`src/rtl/m_div_seq.sv`:
```
// ---------------------------------------------------------------------------
// m_div_seq
//
// Iterative radix-2 restoring divider for the RV32M DIV/DIVU/REM/REMU
// instructions. One quotient bit is produced per cycle. Signed operations
// are handled by dividing magnitudes and fixing up signs at the end.
//
// Ports:
//   clk     in   core clock
//   rst_n   in   asynchronous active-low reset
//   start   in   request; accepted only in IDLE when funct3[2] = 1
//   funct3  in   100 DIV, 101 DIVU, 110 REM, 111 REMU (sampled on accept)
//   rs1     in   dividend (sampled on accept)
//   rs2     in   divisor  (sampled on accept)
//   flush   in   synchronous abort; returns to IDLE, no done, result kept
//   busy    out  high from the cycle after an accepted start through DONE
//   done    out  one-cycle pulse, result valid in this cycle
//   result  out  quotient or remainder, held until the next result load
// ---------------------------------------------------------------------------
module m_div_seq #(
    parameter int XLEN = 32
) (
    input  logic            clk,
    input  logic            rst_n,
    input  logic            start,
    input  logic [2:0]      funct3,
    input  logic [XLEN-1:0] rs1,
    input  logic [XLEN-1:0] rs2,
    input  logic            flush,
    output logic            busy,
    output logic            done,
    output logic [XLEN-1:0] result
);

    localparam int CW = $clog2(XLEN);

    typedef enum logic [2:0] {
        IDLE,
        SETUP,
        CALC,
        FIXUP,
        DONE
    } state_t;

    state_t state;
    state_t state_next;

    // op[0] = unsigned, op[1] = remainder (funct3[1:0] of the accepted start)
    logic [1:0]      op;
    logic [XLEN-1:0] dividend;
    logic [XLEN-1:0] divisor;
    logic [XLEN-1:0] rem;
    logic [XLEN-1:0] quo;
    logic [CW-1:0]   cnt;
    logic            qneg;
    logic            rneg;

    logic            is_signed;
    logic            is_rem;
    logic            a_neg;
    logic            b_neg;
    logic [XLEN-1:0] a_mag;
    logic [XLEN-1:0] b_mag;
    logic            div_zero;
    logic            overflow;
    logic [XLEN:0]   rem_shift;
    logic [XLEN:0]   trial;

    // Operand decode used during SETUP, plus the shift/subtract step of CALC.
    // While in SETUP, dividend/divisor still hold the raw sampled operands;
    // from SETUP on, divisor holds the divisor magnitude.
    always_comb begin
        is_signed = ~op[0];
        is_rem    = op[1];
        a_neg     = is_signed & dividend[XLEN-1];
        b_neg     = is_signed & divisor[XLEN-1];
        a_mag     = a_neg ? (~dividend + 1'b1) : dividend;
        b_mag     = b_neg ? (~divisor + 1'b1) : divisor;
        div_zero  = (divisor == '0);
        overflow  = is_signed
                    && (dividend == {1'b1, {(XLEN-1){1'b0}}})
                    && (divisor == '1);
        // rem < divisor always holds, so the shifted value fits in XLEN+1 bits
        // and the borrow out of the subtract is the sign of the trial.
        rem_shift = {rem, quo[XLEN-1]};
        trial     = rem_shift - {1'b0, divisor};
    end

    // State register.
    always_ff @(posedge clk or negedge rst_n) begin
        if (!rst_n) begin
            state <= IDLE;
        end else begin
            state <= state_next;
        end
    end

    // Next-state logic. busy and done decode straight from the state
    // register, so nothing combinational from the inputs reaches them.
    always_comb begin
        state_next = state;
        busy       = (state != IDLE);
        done       = (state == DONE);
        case (state)
            IDLE: begin
                if (start && funct3[2]) begin
                    state_next = SETUP;
                end
            end
            SETUP: begin
                if (div_zero || overflow) begin
                    state_next = DONE;
                end else begin
                    state_next = CALC;
                end
            end
            CALC: begin
                if (cnt == '0) begin
                    state_next = FIXUP;
                end
            end
            FIXUP:   state_next = DONE;
            DONE:    state_next = IDLE;
            default: state_next = IDLE;
        endcase
        // An abort wins over everything, including a start in the same cycle.
        if (flush) begin
            state_next = IDLE;
        end
    end

    // Datapath. A flush freezes every register (result in particular keeps
    // its previous value); the FSM alone carries the abort back to IDLE.
    always_ff @(posedge clk or negedge rst_n) begin
        if (!rst_n) begin
            op       <= '0;
            dividend <= '0;
            divisor  <= '0;
            rem      <= '0;
            quo      <= '0;
            cnt      <= '0;
            qneg     <= 1'b0;
            rneg     <= 1'b0;
            result   <= '0;
        end else if (!flush) begin
            case (state)
                IDLE: begin
                    if (start && funct3[2]) begin
                        op       <= funct3[1:0];
                        dividend <= rs1;
                        divisor  <= rs2;
                    end
                end
                SETUP: begin
                    qneg <= a_neg ^ b_neg;
                    rneg <= a_neg;
                    if (div_zero) begin
                        result <= is_rem ? dividend : '1;
                    end else if (overflow) begin
                        result <= is_rem ? '0 : dividend;
                    end else begin
                        rem     <= '0;
                        quo     <= a_mag;
                        divisor <= b_mag;
                        cnt     <= CW'(XLEN - 1);
                    end
                end
                CALC: begin
                    if (!trial[XLEN]) begin
                        rem <= trial[XLEN-1:0];
                        quo <= {quo[XLEN-2:0], 1'b1};
                    end else begin
                        rem <= rem_shift[XLEN-1:0];
                        quo <= {quo[XLEN-2:0], 1'b0};
                    end
                    cnt <= cnt - CW'(1);
                end
                FIXUP: begin
                    if (is_rem) begin
                        result <= rneg ? (~rem + 1'b1) : rem;
                    end else begin
                        result <= qneg ? (~quo + 1'b1) : quo;
                    end
                end
                default: begin
                end
            endcase
        end
    end

endmodule

```
`config.mk`:
```
export PLATFORM = sky130hd
export DESIGN_NAME = m_div_seq
export DESIGN_NICKNAME = d
export VERILOG_FILES = /design/src/rtl/m_div_seq.sv
export SDC_FILE = /design/constraint.sdc
export NUM_CORES = 1
export LEC_CHECK = 0
export ABC_AREA = 1
export BUFFER_PORTS_ARGS = -buffer_cell sky130_fd_sc_hd__buf_2
export CAP_MARGIN = 15
export CORE_MARGIN = 1.5
export CORE_UTILIZATION = 30
export DETAILED_ROUTE_END_ITERATION = 12
export GPL_ROUTABILITY_DRIVEN = 1
export GPL_TIMING_DRIVEN = 0
export PLACE_DENSITY = 0.51
export SLEW_MARGIN = 20
export SYNTH_ARGS = -nofsm -noshare
export SYNTH_HDL_FRONTEND = slang
export SYNTH_SLANG_ARGS = --single-unit
```
`constraint.sdc`:
```
create_clock -name clk -period 4.6 [get_ports clk]
set_input_delay 0.92 -clock clk [delete_from_list [all_inputs] [get_ports clk]]
set_output_delay 0.92 -clock clk [all_outputs]
set_load 0.005 [all_outputs]
```
==> results of run 1 <==
## cell type report
cell class,instances,area [µm²]
fillers,5567,32110
plain buffers,86,457.9
clock buffers,17,425.4
flip-flops and latches,172,4304
clock inverters,15,130.1
multi-input cells,1933,9154
inverters,281,1057
well taps,664,830.8
repair buffers,106,585.6
## per-stage QoR
stage / utilization (%) / setup slack [ns] / hold WS [ns] / cell area, µm²
detailed placement: 33.41 / 1.687 / 0.4620 / 16390
finish: 34.54 / 1.578 / 0.3381 / 16950
global placement: 33.28 / -0.5774 / 0.4576 / 16320
floorplan: - / 2.395 / 0.4707 / 14970
global route: 34.54 / 1.442 / 0.3585 / 16950
CTS: 34.54 / 1.669 / 0.3365 / 16950
## worst reg2reg max path, stage by stage, from the launching register on
cell and delay, ns:
dfrtp_1 0.46, inv_1 0.15, ha_1 0.20, nand3_2 0.13, nor2_4 0.25, nand2_1 0.15, nor2_2 0.29, nand3_2 0.17
nand3_1 0.12, nand2_2 0.21, buf_2 0.32, nor2_1 0.25, nand2_1 0.18, nand2_1 0.09
## Yosys cell counts (9+ instances only)
library cell,count,area (µm²)
ha_1,39,488.0
nor2_1,226,848.3
nand2_2,10,62.56
o21ai_0,126,630.6
xor2_1,23,201.4
buf_2,26,130.1
dfrtp_1,172,4304
nor2_2,11,68.82
o21ai_1,59,295.3
xnor2_1,14,122.6
inv_2,21,78.83
nor3_1,21,105.1
buf_6,11,123.9
nand3_1,291,1456
clkbuf_1,34,127.6
buf_1,9,33.78
a21oi_1,110,550.5
inv_1,258,968.4
nand4_1,38,237.7
nand2_1,878,3296
o211ai_1,12,90.09
## power breakdown
| part | internal, W | switching, W | total [W] |
|---|---|---|---|
| Clock | 0.000708 | 0.000764 | 0.00147 |
| Combinational | 0.00187 | 0.00443 | 0.00630 |
| Sequential | 0.00207 | 0.000693 | 0.00276 |
## worst max-delay path by stage
stage	slack (ns)	start	cells after the start	end
final	1.58	dividend[0]$_DFFE_PN0P_	13	result[19]$_DFFE_PN0P_
after global routing	1.44	quo[31]$_DFFE_PN0P_	16	rem[24]$_DFFE_PN0P_
after CTS	1.67	dividend[0]$_DFFE_PN0P_	13	result[17]$_DFFE_PN0P_
after detailed placement	1.69	dividend[0]$_DFFE_PN0P_	13	result[17]$_DFFE_PN0P_
after global placement	-0.58	rst_n	1	divisor[18]$_DFFE_PN0P_
after floorplan	2.39	quo[31]$_DFFE_PN0P_	18	rem[12]$_DFFE_PN0P_
## kinds of logic after synthesis
kind of cell | Yosys count
AO/OA/AOI/OAI | 327
adder cells (fa/ha/maj) | 40
buffers and inverters | 367
flip-flops | 172
AND/OR/NAND/NOR | 1519
multiplexers | 10
XOR/XNOR | 37
## registers in the layout, indices dropped and copies added, names as in the netlist
| signal | count |
|---|---|
| cnt | 5 |
| op | 2 |
| rneg | 1 |
| quo | 32 |
| qneg | 1 |
| dividend | 32 |
| rem | 32 |
| state | 3 |
| result | 32 |
| divisor | 32 |
## per-layer routing
layer  vias to the layer above  wire (µm)  track usage [%]
met4                         0       1695            8.172
li1                       8196          -                -
met2                       599      26330            36.59
met1                      7840      30440            36.34
met5                         -          0                0
met3                        73       4259            4.484
==> impl_results.md, run 1 <==
- Worst R2R Path Depth: 13
- Clock latency on the worst-skew pair: 0.51 ns
- Initial DRC count: 1599
- Lkg Pwr: 8.894 nW
- Final setup vio count: 0
- Largest net degree at the start of global routing: 69
- Post-Synth Adder-Cell Area: 3.393%
- Antenna viol nets, final: 0
- Synth Area in XOR/XNOR: 2.164%
- Leading cell type in the layout, fill and taps excluded: nand2_1
- Asr flop ratio synth: 100.0%
- #FFs+latches synth: 172
- DRC: 0
- Post-synthesis simple-gate area fraction: 43.29%
- Yosys warns: 0
- Placed Cells: 3242
- Grt ovf: 0
- Cell Pwr Density: 621.5 nW/µm²
- Setup TNS: 0 ns
- Clock root buffer: clkbuf_16
- Crit path max-delay family: simple AND/OR/NAND/NOR gates
- Critical Path End Type: register
- Average wire per standard cell: 19.16 µm
- Worst-Margin Slew: 0.9358 ns
- Worst Path Buf+Inv: 2
- Die area: 51260 µm²
- Startpoint types: register
- Share of layout cells above drive strength 1: 9.885%
- Gr usage total: 24.89%
- Hold-fix buffers, CTS: 0
- Port bufs: 104
- Post-Syn Nets: 2583
- Worst Hold Class: in2async
- Skew final: 0.01949 ns
- Final antenna diode count: 0
- Largest family of logic cells by synthesized area: simple AND/OR/NAND/NOR gates
- R2r setup slk: 1.58 ns
- Clk buf depth: 2
- Vias in the first global route: 15540
- Nets@finish: 2708
- Core ar.: 49050 µm²
- Fin crit share: 65.70%
- Post-CTS Setup Inserts: 0
- Slew Viols, Final: 0
- CTS tree: yes
- Critical Path Max Stage Delay: 0.46 ns
- Peak VDD IR: 0.3477 mV
- Synth Area in Compound Gates: 11.61%
- CP max-delay cell: dfrtp_1
- Post-CTS sizing: 0
- Final Wtd Congestion: 0.9443
- R2r endpoint: result[19]$_DFFE_PN0P_
- Reg-to-Reg Start: dividend[0]$_DFFE_PN0P_
- Initial antenna violation count: 0
- Crit path DAT: 3.46 ns
- H-tree level count: 4
- Rel. slew slack: 37.61%
- Avg Vias per Cell: 5.103
- Mux share of post-synthesis cell area: 0.6852%
- CTS sink count: 172
- Rows: 81
- Critical Path, Cell by Cell: inv_1, ha_1, nand3_2, nor2_4, nand2_1, nor2_2, nand3_2, nand3_1, nand2_2, buf_2, nor2_1, nand2_1, nand2_1
- Post-Syn Area: 14970 µm²
- Library cells used by synthesis: 50
- Seq/Total Area, Yosys: 28.75%
- Non-filler cells, final: 3274
- Die Width: 226.4 µm
- CTS Buf Count: 17
- Total power: 0.01053 W
- Worst-path fanout max: 10
- Syn_area_per_cell: 6.057 µm²
- Peak Freq: 330.9 MHz
- Starting Density: 30.52%
- DIE HEIGHT: 226.4 µm
- Synth Flop Type: dfrtp_1
- Outcome: completed
- Commonest non-fill, non-tap cells in the layout: nand2_1 (878), nand3_1 (291), inv_1 (258)
- Critical path class: reg2reg
- Drt total wl: 62.73 mm
- Number of flops mapped to enable cells by yosys: 0
- Mapped Cells: 2472
- Worst-path clk slew: 0.09 ns
- Count of final hold-check violations: 0
- Post-route minimum period: 3.022 ns
- P&R area growth vs syn: 13.17%
- First-pass DRT Iterations: 6
- Unrepaired setup endpoints after global routing: no
- Max-cap viol count: 0
- Ports: 105
- CP required: 5.04 ns
- First-pass GRT wire length: 94.31 mm
- Top cell by count, worst path: nand2_1
- DP Wirelength: 50.99 mm
- Vias: 16710
No activity file was read; power rests on OpenSTA's default activity.
==> inputs of run 2 (changes only) <==
Settings changed: ABC_AREA 1 to 0, PLACE_DENSITY 0.51 to 0.53.
Clock period 4.6 ns to 2.6 ns, I/O delays scaled along.
==> impl_results.md, run 2 <==
- Outcome: finished with violations
- Failing checks: negative setup slack
- Average wire per standard cell: 23.43 µm (+22%)
- Crit path depth: 12 (-1)
- Hold Path Depth: 3
- Critical Path, Cell by Cell: or4_4, or4_4, or4_4, buf_4, buf_6, nor2_4, buf_12, buf_6, o21a_1, or3_1, o21ai_1, a221oi_1
- Fin area: 17000 µm² (+0.34%)
- CTS sink count: 172 (unchanged)
- Die Width: 208.0 µm (-8.1%)
- Peak VDD IR: 0.4689 mV (+35%)
- Top cell by count, worst path: or4_4
- Critical path class: reg2reg
- Number of flops mapped to enable cells by yosys: 0 (unchanged)
- Commonest non-fill, non-tap cells in the layout: dfrtp_1 (160), nand2_1 (144), a21oi_1 (113)
- Vias: 13300 (-20%)
- Rel. slew slack: 30.98% (-6.6 points)
- Mapped Cells: 1528 (-38%)
- Asr flop ratio synth: 100.0% (unchanged)
- Starting Density: 30.67% (+0.15 points)
- Worst-path clk slew: 0.07 ns (-0.02 ns)
- Seq/Total Area, Yosys: 34.14% (+5.4 points)
- Post-synth top area cell: dfrtp_1
- Utilization after layout: 41.36% (+6.8 points)
- Rows: 74 (-8.6%)
- Share of layout cells above drive strength 1: 29.08% (+19 points)
- CTS tree: yes
- Clock root buffer: clkbuf_16
- Library cells used by synthesis: 75 (+50%)
- Setup TNS: -81.04 ns (-81.04 ns)
- Worst-Margin Slew: 1.035 ns (+0.09943 ns)
- Initial antenna violation count: 0 (unchanged)
- Leading cell type in the layout, fill and taps excluded: dfrtp_1
- Gr usage total: 24.10% (-0.79 points)
- Vias in the first global route: 12790 (-18%)
- Post-Syn Nets: 1639 (-37%)
- Avg Vias per Cell: 5.836 (+14%)
- Worst Path Buf+Inv: 4 (+2)
- Skew final: 0.01253 ns (-0.006956 ns)
- CTS Buf Count: 17 (unchanged)
- Placed Cells: 2167 (-33%)
- Lkg Pwr: 6.971 nW (-22%)
- Peak Freq: 302.0 MHz (-8.7%)
- Commonest cells post-synth: nand2_1 (179), dfrtp_1 (172), a21oi_1 (136)
- Synth Flop Type: dfrtp_1
- CP max-delay cell: or4_4
- Post-route minimum period: 3.311 ns (+0.2886 ns)
- Worst R2R Path Depth: 12 (-1)
- First-pass DRT Iterations: 5 (-1)
- Fin crit share: 127.3% (+62 points)
- Final worst-path setup slack: -0.7107 ns (-2.289 ns)
- Worst-path fanout max: 5 (-5)
- Largest net degree at the start of global routing: 70 (+1.4%)
- Slew Viols, Final: 0 (unchanged)
- Ports: 105 (unchanged)
- First-pass GRT wire length: 79.76 mm (-15%)
- Post-Syn Area: 12610 µm² (-16%)
- Fin Hold WS: 0.2693 ns (-0.06881 ns)
- #FFs+latches synth: 172 (unchanged)
- Non-filler cells, final: 2279 (-30%)
- Syn_area_per_cell: 8.252 µm² (+36%)
- Core ar.: 41110 µm² (-16%)
- P&R area growth vs syn: 34.85%
- H-tree level count: 4 (unchanged)
- Clock latency on the worst-skew pair: 0.47 ns (-0.04 ns)
- Final antenna diode count: 0 (unchanged)
- Port bufs: 104 (unchanged)
- Crit path DAT: 3.68 ns (+0.22 ns)
- Clk buf depth: 2 (unchanged)
- Fill cells: 4126 (-26%)
- Main area contributors after synthesis: dfrtp_1 (34%), a21oi_1 (5.4%), nand2_1 (5.3%), o21ai_0 (5.0%), xor2_1 (4.2%)
- Critical Path Max Stage Delay: 0.57 ns (+0.11 ns)
- Count of final hold-check violations: 0 (unchanged)
- Grt ovf: 0 (unchanged)
- CP required: 2.97 ns (-2.07 ns)
- Final setup vio count: 134 (+134)
- Nets@finish: 1847 (-32%)
- DP Wirelength: 38.09 mm (-25%)
- Cell Pwr Density: 869.5 nW/µm² (+40%)
- Die area: 43270 µm² (-16%)
- DIE HEIGHT: 208.0 µm (-8.1%)
- Unrepaired setup endpoints after global routing: yes
- Worst Hold Class: in2reg
- Area after DPL: 14070 µm² (-14%)
- Final Wtd Congestion: 0.9547 (+1.1%)
- Max-cap viol count: 0 (unchanged)
- Critical Path End Type: register
- Yosys warns: 0 (unchanged)
- DRC: 0 (unchanged)
- Top-count cell post-synth: nand2_1
- Drt total wl: 53.40 mm (-15%)
- Top cell type's share of synthesized area: 34.14% (+5.4 points)
- Startpoint types: register
- Antenna viol nets, final: 0 (unchanged)
- Initial DRC count: 1317 (-18%)
- Crit path max-delay family: simple AND/OR/NAND/NOR gates
==> run 2: changes by cell type after synthesis, sizes merged, moves of 27 or more <==
cell,previous run,this run
or4,0,27
nand2,894,179
xnor2,14,55
o211ai,12,54
o21ai,186,128
nor2,242,106
inv,280,53
xor2,23,60
mux2,2,33
clkbuf,35,73
nand3,298,31
==> run 2: worst reg2reg max path, cell delays in order (launching register included) <==
cell and delay (ns):
dfrtp_1 0.42, or4_4 0.55, or4_4 0.45, or4_4 0.57
buf_4 0.17, buf_6 0.14, nor2_4 0.17, buf_12 0.15
buf_6 0.09, o21a_1 0.11, or3_1 0.11, o21ai_1 0.07
a221oi_1 0.21
==> run 2: path summary, 6_finish.rpt <==
path                                    startpoint                      to  slack (ns)
max                        divisor[21]$_DFFE_PN0P_  result[28]$_DFFE_PN0P_       -0.71
min                                      funct3[0]       op[0]$_DFFE_PN0P_        0.27
max reg2reg                divisor[21]$_DFFE_PN0P_  result[28]$_DFFE_PN0P_       -0.71
min reg2reg                  result[6]$_DFFE_PN0P_   result[6]$_DFFE_PN0P_        0.48
max in group asynchronous                    rst_n      rem[9]$_DFFE_PN0P_        1.28
min in group asynchronous                    rst_n   result[5]$_DFFE_PN0P_        0.56
==> run 2: cell type report <==
| cell class | count | area (µm²) | share of cell area (%) |
|---|---|---|---|
| Tap cell | 532 | 665.6 | 3.915 |
| Clock inverter | 10 | 191.4 | 1.126 |
| Buffer | 87 | 738.2 | 4.342 |
| Multi-Input combinational cell | 1206 | 8696 | 51.14 |
| Inverter | 54 | 222.7 | 1.310 |
| Clock buffer | 20 | 436.7 | 2.568 |
| Sequential cell | 172 | 4319 | 25.40 |
| Timing Repair Buffer | 198 | 1733 | 10.19 |
==> run 2: timing repair <==
item,4_1_cts,5_1_grt
resized for setup,232,135
hold endpoints to repair,48,0
hold buffers,1,0
buffers inserted,60,19
pin swaps,54,42
endpoints found under the setup margin,144,155
cloned,16,7
==> run 2: power breakdown <==
group	internal [W]	switching (W)
combinational	0.00304	0.00406
sequential	0.00347	0.00131
clock	0.00170	0.00121
==> run 2: layer usage <==
metal	GRT usage (%)	share of wire, %	up-vias
met5	0	0	-
met4	8.633	3.5	0
met3	3.834	6.2	100
met2	39.70	47	544
met1	31.90	43	6591
li1	-	-	6066
==> run 2: cell families after synthesis <==
logic type | after synthesis | share of synthesized area (%)
buffers and inverters | 152 | 5.031
multiplexers | 37 | 3.265
adder cells (fa/ha/maj) | 42 | 4.188
XOR/XNOR | 115 | 7.988
AND/OR/NAND/NOR | 495 | 18.98
flip-flops | 172 | 34.14
AO/OA/AOI/OAI | 515 | 26.41
==> run 2: metrics by stage <==
| stage | setup WS, ns | power [W] |
|---|---|---|
| finish | -0.7107 | 0.01478 |
| global route | -0.7955 | 0.01561 |
| CTS | -0.7358 | 0.01425 |
| detailed placement | -1.322 | 0.01064 |
| global placement | -2.030 | 0.01057 |
| floorplan | -0.3385 | 0.008513 |
==> inputs of run 3 (changes only) <==
Settings changed: SETUP_SLACK_MARGIN set to 0.4.
==> impl_results.md, run 3 (synthesized netlist as in run 2, its figures left out) <==
- Cell Pwr Density: 852.8 nW/µm² (-1.9%)
- Placed Cells: 2167 (unchanged)
- First-pass GRT wire length: 79.34 mm (-0.53%)
- Peak VDD IR: 0.4053 mV (-14%)
- Drt total wl: 53.48 mm (+0.15%)
- Vias in the first global route: 12710 (-0.56%)
- Startpoint types: register
- Worst-path clk slew: 0.08 ns (about the same)
- CTS tree: yes
- Slew Viols, Final: 0 (unchanged)
- Final Wtd Congestion: 0.9327 (-2.3%)
- Final antenna diode count: 0 (unchanged)
- Hold Path Depth: 3 (unchanged)
- Outcome: finished with violations
- Critical Path End Type: register
- DP Wirelength: 39.01 mm (+2.4%)
- Failing checks: negative setup slack
- Critical Path Max Stage Delay: 0.50 ns (-0.07 ns)
- Count of final hold-check violations: 0 (unchanged)
- Fill cells: 4213 (+2.1%)
- CTS Buf Count: 17 (unchanged)
- Lkg Pwr: 6.987 nW (+0.23%)
- Avg Vias per Cell: 5.784 (-0.89%)
- Commonest non-fill, non-tap cells in the layout: dfrtp_1 (158), nand2_1 (139), a21oi_1 (107)
- Worst Path Buf+Inv: 8 (+4)
- Total power: 0.01455 W (-1.6%)
- Nets@finish: 1852 (+0.27%)
- Peak Freq: 295.0 MHz (-2.3%)
- DIE HEIGHT: 208.0 µm (unchanged)
- Final setup vio count: 134 (unchanged)
- Initial DRC count: 1107 (-16%)
- Crit path DAT: 3.74 ns (+0.06 ns)
- Port bufs: 104 (unchanged)
- P&R area growth vs syn: 35.36%
- CP max-delay cell: or4_4
- Final worst-path setup slack: -0.7898 ns (-0.07910 ns)
- Starting Density: 30.67% (unchanged)
- Fin crit share: 130.4% (+3.0 points)
- Non-filler cells, final: 2286 (+0.31%)
- H-tree level count: 4 (unchanged)
- Critical path class: reg2reg
- Rel. slew slack: 39.57% (+8.6 points)
- Clock root buffer: clkbuf_16
- Die Width: 208.0 µm (unchanged)
- Average wire per standard cell: 23.39 µm (-0.16%)
- Skew final: 0.01675 ns (+0.004225 ns)
- Worst Hold Class: in2reg
- Vias: 13220 (-0.59%)
- CTS sink count: 172 (unchanged)
- Initial antenna violation count: 0 (unchanged)
- Share of layout cells above drive strength 1: 30.44% (+1.4 points)
- Die area: 43270 µm² (unchanged)
- Antenna viol nets, final: 0 (unchanged)
- Worst-path fanout max: 5 (unchanged)
- Critical Path, Cell by Cell: inv_2, ha_4, or3b_4, or4_4, or4_4, buf_12, o41ai_4, buf_4, buf_6, buf_6, o31a_4, buf_12, inv_8, buf_16, o22a_1
- Grt ovf: 0 (unchanged)
- First-pass DRT Iterations: 5 (unchanged)
- Largest net degree at the start of global routing: 73 (+4.3%)
- Post-route minimum period: 3.390 ns (+0.07910 ns)
- Clock latency on the worst-skew pair: 0.47 ns (about the same)
- Clk buf depth: 2 (unchanged)
- Max-cap viol count: 0 (unchanged)
- Worst-Margin Slew: 0.9064 ns (-0.1288 ns)
- Unrepaired setup endpoints after global routing: yes
- Leading cell type in the layout, fill and taps excluded: dfrtp_1
- Crit path max-delay family: simple AND/OR/NAND/NOR gates
- Setup TNS: -92.64 ns (-11.60 ns)
- DRC: 0 (unchanged)
- Crit path depth: 15 (+3)
- Gr usage total: 24.15% (+0.042 points)
- Rows: 74 (unchanged)
- Ports: 105 (unchanged)
- Core ar.: 41110 µm² (unchanged)
- CP required: 2.95 ns (-0.02 ns)
- Worst R2R Path Depth: 15 (+3)
==> run 3: cell types whose count changed in the layout (fill, tap and decap cells not counted), moves of 5 or more <==
cell | previous run | this run
nand2_2 | 17 | 24
a21oi_1 | 113 | 107
clkbuf_2 | 8 | 13
nand2_1 | 144 | 139
nor2_1 | 91 | 86
nor2_4 | 8 | 13
o21ai_1 | 20 | 25
==> run 3: metrics by stage <==
step	cell area, µm²	worst slack (ns)	hold slack, ns	utilization (%)
3_3_place_gp	13990	-2.009	0.4690	34.04
6_report	17070	-0.7898	0.2619	41.51
2_1_floorplan	12810	-0.3385	0.2244	-
5_1_grt	17070	-0.8500	0.2684	41.51
3_5_place_dp	14070	-1.508	0.4651	34.23
4_1_cts	15940	-0.8047	0.2529	38.78
==> run 3: path summary, 6_finish.rpt <==
| check | slack [ns] | end | startpoint |
|---|---|---|---|
| min in group asynchronous | 0.57 | result[6]$_DFFE_PN0P_ | rst_n |
| worst min-delay path | 0.26 | op[0]$_DFFE_PN0P_ | funct3[0] |
| max in group asynchronous | 1.30 | dividend[25]$_DFFE_PN0P_ | rst_n |
| worst max register to register | -0.79 | quo[7]$_DFFE_PN0P_ | divisor[1]$_DFFE_PN0P_ |
| worst min register to register | 0.48 | result[5]$_DFFE_PN0P_ | result[5]$_DFFE_PN0P_ |
| worst max-delay path | -0.79 | quo[7]$_DFFE_PN0P_ | divisor[1]$_DFFE_PN0P_ |
==> run 3: metal layers <==
metal | vias up | global-route usage (%) | share of wire (%) | wire (µm)
met3 | 97 | 3.834 | 5.8 | 3088
met4 | 0 | 9.942 | 4.1 | 2175
li1 | 6059 | - | - | -
met1 | 6564 | 32.31 | 43 | 23060
met2 | 503 | 38.75 | 47 | 25150
met5 | - | 0 | 0 | 0
==> run 3: cell type report <==
class                      count  area (µm²)  area share, %
buffer                        98       810.8          4.751
clock inverter                14       157.7         0.9238
multi-input combinational   1204        8735          51.18
sequential                   172        4322          25.32
tap                          532       665.6          3.900
clock buffer                  18       429.2          2.515
timing repair buffer         194        1724          10.10
inverter                      54       222.7          1.305
==> run 3: timing repair <==
item	in CTS	in global routing
endpoints found under the setup margin	169	165
gates cloned	8	11
gates resized for setup	201	190
buffers inserted	48	19
pin swaps	50	50
hold endpoints to repair	27	0
hold buffers	1	0
==> run 3: tightest hold or removal path: cells and delay by family <==
kind / cells / cell delay (ns)
buffers and inverters: 1 / 0.08
AOI/OAI and AO/OA: 1 / 0.06
and+or+nand+nor: 1 / 0.04
==> run 3: where the power goes <==
part,switching [W],total [W],internal (W),leakage [nW]
clock network,0.00126,0.00270,0.00143,0.272
logic,0.00405,0.00706,0.00301,4.61
registers,0.00132,0.00479,0.00347,2.10
total,0.00664,0.0146,0.00791,6.99
